<file path="config.mk">
export PLATFORM = sky130hd
export DESIGN_NAME = string_loader
export DESIGN_NICKNAME = d
export VERILOG_FILES = /design/src/rtl/string_loader.sv
export SDC_FILE = /design/constraint.sdc
export NUM_CORES = 1
export LEC_CHECK = 0
export CAP_MARGIN = 20
export CORE_MARGIN = 8
export CORE_UTILIZATION = 49
export CTS_BUF_LIST = sky130_fd_sc_hd__clkbuf_4 sky130_fd_sc_hd__clkbuf_8 sky130_fd_sc_hd__clkbuf_16
export CTS_CLUSTER_SIZE = 12
export DETAILED_ROUTE_END_ITERATION = 10
export DONT_BUFFER_PORTS = 1
export SYNTH_ARGS = -nofsm -noshare
export SYNTH_HDL_FRONTEND = slang
export SYNTH_SLANG_ARGS = --single-unit
</file>
<file path="constraint.sdc">
create_clock -name clk -period 1.9 [get_ports clk]
set_clock_uncertainty 0.15 [all_clocks]
set_input_delay 0.285 -clock clk [delete_from_list [all_inputs] [get_ports clk]]
set_output_delay 0.285 -clock clk [all_outputs]
set_load 0.01 [all_outputs]
</file>
<file path="src/rtl/string_loader.sv">
// string_loader: packs a stream of ASCII characters little-endian into one
// zero-padded word and holds it until the downstream stage acknowledges it.
//
// state | meaning
// FILL  | accepting characters into the next free slot
// HOLD  | packed word complete, waiting for string_ready
module string_loader #(
    parameter int CHAR_W    = 8,
    parameter int MAX_CHARS = 8,
    parameter int CNT_W     = 4,
    parameter int STR_W     = CHAR_W * MAX_CHARS
) (
    input  logic              clk,
    input  logic              reset,
    input  logic [CHAR_W-1:0] char_in,
    input  logic              char_valid,
    output logic              char_ready,
    input  logic              flush,
    output logic [STR_W-1:0]  string_data,
    output logic              string_valid,
    input  logic              string_ready,
    output logic [CNT_W-1:0]  char_count
);

    typedef enum logic {
        FILL = 1'b0,
        HOLD = 1'b1
    } state_t;

    state_t state, state_next;

    logic accept;
    logic is_null;
    logic last_slot;

    assign char_ready   = (state == FILL);
    assign string_valid = (state == HOLD);
    assign accept       = char_valid & char_ready;
    assign is_null      = (char_in == '0);
    assign last_slot    = (char_count == CNT_W'(MAX_CHARS - 1));

    // State register.
    always_ff @(posedge clk) begin
        if (reset) begin
            state <= FILL;
        end else begin
            state <= state_next;
        end
    end

    // Next state: a null, the final slot or a flush ends the string; ack restarts.
    always_comb begin
        state_next = state;
        case (state)
            FILL: begin
                if (accept && (is_null || last_slot)) begin
                    state_next = HOLD;
                end else if (flush) begin
                    state_next = HOLD;
                end
            end
            HOLD: begin
                if (string_ready) begin
                    state_next = FILL;
                end
            end
            default: state_next = FILL;
        endcase
    end

    // Packed word and count: write the accepted char into slot char_count,
    // clear everything when the held word is acknowledged.
    always_ff @(posedge clk) begin
        if (reset) begin
            string_data <= '0;
            char_count  <= '0;
        end else if (state == HOLD) begin
            if (string_ready) begin
                string_data <= '0;
                char_count  <= '0;
            end
        end else if (accept && !is_null) begin
            for (int i = 0; i < MAX_CHARS; i++) begin
                if (char_count == CNT_W'(i)) begin
                    string_data[CHAR_W*i +: CHAR_W] <= char_in;
                end
            end
            char_count <= char_count + CNT_W'(1);
        end
    end

endmodule

</file>
==> results.yml <==
status:
  status: "finished, final reports clean"
clock_tree:
  clock_path_buffers: 2
  cts_tree: "done"
  cts_sinks: 69
  ctsRootBufferMaster: "clkbuf_8"
  clk_pin_slew_worst_paths_ns: 0.07
  htreeDepth: 3
  cts_resized: 0
  post-cts-setup-buffers: 0
  insertion_delay_ns: 0.33
  postCtsHoldBufs: 3
  cts_buffers: 9
setup_path:
  reg2regPathDepth: 5
  cp-endpoint: "string_data[25]$_SDFFE_PP0P_"
  crit_type: "reg -> reg"
  crit_family: "flip-flops"
  path_cells: "ha_1, nand3b_1, a211oi_4, buf_12, mux2i_1"
  cp.required_ns: 2.00
  start_kind: "register"
  ff2ff_setup_slack_ns: 0.18
  r2r_end: "string_data[25]$_SDFFE_PP0P_"
  critPathMaxFanout: 8
  critical_path_arrival_ns: 1.82
  cp.buffers_inverters: 1
  startpoint: "char_count[1]$_SDFFE_PP0P_"
  slowest_stage: "dfxtp_1"
  cpPeakStageDelay_ns: 0.41
  r2r_start: "char_count[1]$_SDFFE_PP0P_"
  critPathCaptureType: "register"
  cp.depth: 5
die:
  die_h_um: 91.6
  fp.dieArea_mm2: 0.00840
  num_rows: 27
  die_w_um: 91.6
  start_util_pct: 50.9
  ios: 83
  core_area_mm2: 0.00551
detailed_routing:
  drtIter0Drc: 101
  vias: 1930
  drc: 0
  wirelength_mm: 7.20
  vias_per_cell: 5.35
  dr.pass1.iters: 4
  wl_per_cell_um: 19.9
  ant_nets: 0
timing:
  layout_min_cycle_time_ns: 1.72
  setup_viol: 0
  tns_ns: 0
  fmax_mhz: 582
  period_share_pct: 90.4
  finalHoldViolCount: 0
  rsz0062_at_grt: "no"
  finalMaxSlewViolations: 0
  tightestPinTransition_ns: 0.463
  relSlewSlack_pct: 69.1
power_and_ir_drop:
  power_frac_seq_pct: 51.6
  p_sw_share_pct: 23.8
  p_leak_nw: 1.11
  comb_power_share_pct: 7.2
  internal_power_mw: 2.21
  p_sw_mw: 0.689
  p_per_area_mw_per_mm2: 878
  clkPwrFrac_pct: 41.2
  ir_drop_v: 0.000600
logic_synthesis:
  ys.flop_type: "dfxtp_1"
  ys_ff_latch: 69
  avgSynthCellArea_um2: 10.6
  yosys.area.top_type_share_pct: 49.3
  ys.warnings.count: 0
  syn-num-nets: 281
  yosysTopAreaCell: "dfxtp_1"
  synthCells: 264
  synth.area.top_cells: "dfxtp_1, mux2i_1, nand2_1"
  synth-edff-count: 0
  ys_async_sr_fraction_pct: 0
  synth_cell_types: 22
  syn_area_mm2: 0.00280
  ys_seq_area_share_pct: 49.3
grt:
  met2_usage_pct: 26.3
  antenna_found_initial: 0
  grt_pass1_wl_mm: 11.1
  grt_start_max_net_pins: 73
  use_met1_pct: 21.5
  grt.busiest_layer: "met2"
  use_met3_pct: 6.28
  grt_use_total_pct: 17.2
  grt-ovfl-total: 0
  grt_pass1_vias: 1925
finish:
  num_antenna_cells: 0
  syn_to_final_growth_pct: 17.8
  final_cell_mix: "nand2_1, dfxtp_1, mux2i_1"
  drive_gt1_share_pct: 15.6
  final_area_mm2: 0.00330
  mostFrequentLayoutCell: "nand2_1"
  final_nets: 302
min_path:
  worst_hold_path_type: "in -> reg"
flow_run:
  drv_cap: 0
placement:
  io_buffers: 0
  place.gp.congestion: 0.838
  dp_hpwl_mm: 4.88
  place_area_mm2: 0.00307
## layer usage
layer  routed length [µm]  vias up
li1                     -      934
met1                 3400      939
met2                 3180       52
met3                  558        5
met4                   58        0
met5                    0        -
## registers in the layout, indices dropped and copies added (netlist names)
name,flops
string_data,64
string_valid,1
char_count,4
## worst min path at each step
stage                          start                    endpoint  slack, ns  depth (start not counted)
after global routing      char_valid  char_count[0]$_SDFFE_PP0P_       0.13                          3
final                     char_valid  char_count[0]$_SDFFE_PP0P_       0.11                          3
after floorplan                flush     string_valid$_SDFF_PP0_       0.27                          2
after CTS                 char_valid  char_count[0]$_SDFFE_PP0P_       0.08                          3
after global placement         flush     string_valid$_SDFF_PP0_       0.28                          2
after detailed placement       flush     string_valid$_SDFF_PP0_       0.28                          2
## worst reg2reg max path: cells and delay by family (launching register included)
| family | cells | cell delay [ns] |
|---|---|---|
| buffers and inverters | 1 | 0.17 |
| adder cells (fa/ha/maj) | 1 | 0.20 |
| multiplexers | 1 | 0.18 |
| AO/OA/AOI/OAI | 1 | 0.31 |
| AND/OR/NAND/NOR | 1 | 0.23 |
| flip-flops | 1 | 0.41 |
## power groups by stage
stage	clock network [mW]	logic, mW	registers [mW]
global placement	0	0.203	1.53
finish	1.19	0.208	1.50
floorplan	0	0.132	1.53
detailed placement	0	0.205	1.53
global route	1.30	0.225	1.50
CTS	1.22	0.211	1.50
## metrics by stage
stage / utilization [%] / power, mW / hold WS, ns / std cells / setup WS, ns
floorplan: - / 1.66 / 0.266 / 264 / 0.138
global placement: 55.8 / 1.73 / 0.280 / 343 / 0.197
detailed placement: 55.8 / 1.73 / 0.282 / 343 / 0.170
CTS: 59.9 / 2.93 / 0.0795 / 361 / 0.165
global route: 59.9 / 3.02 / 0.126 / 361 / 0.0572
finish: 59.9 / 2.90 / 0.108 / 361 / 0.182
## cell type report
cell class,instances,area [µm²]
clock buffers,11,151
fillers,498,2210
inverters,4,15.0
well taps,72,90.1
multi-input cells,179,1360
flip-flops and latches,69,1380
clock inverters,4,47.5
repair buffers,22,260
## Yosys cell counts, drive strengths merged (2+ instances only)
| library cell | instances |
|---|---|
| a21oi | 3 |
| dfxtp | 69 |
| inv | 4 |
| a211oi | 9 |
| clkbuf | 9 |
| nand2 | 78 |
| o21ai | 3 |
| ha | 4 |
| mux2i | 67 |
| nor4 | 2 |
| nand2b | 4 |
| buf | 3 |
| nand3b | 4 |
## cell families after synthesis
logic type      count (synthesis)  share of synthesized area (%)
mux                            67                           23.9
simple gates                   91                           14.5
buf+inv                        16                           2.77
flops                          69                           49.3
fa+ha+maj                       4                           1.79
compound gates                 17                           7.77
Power figures use the tool's default switching activity.
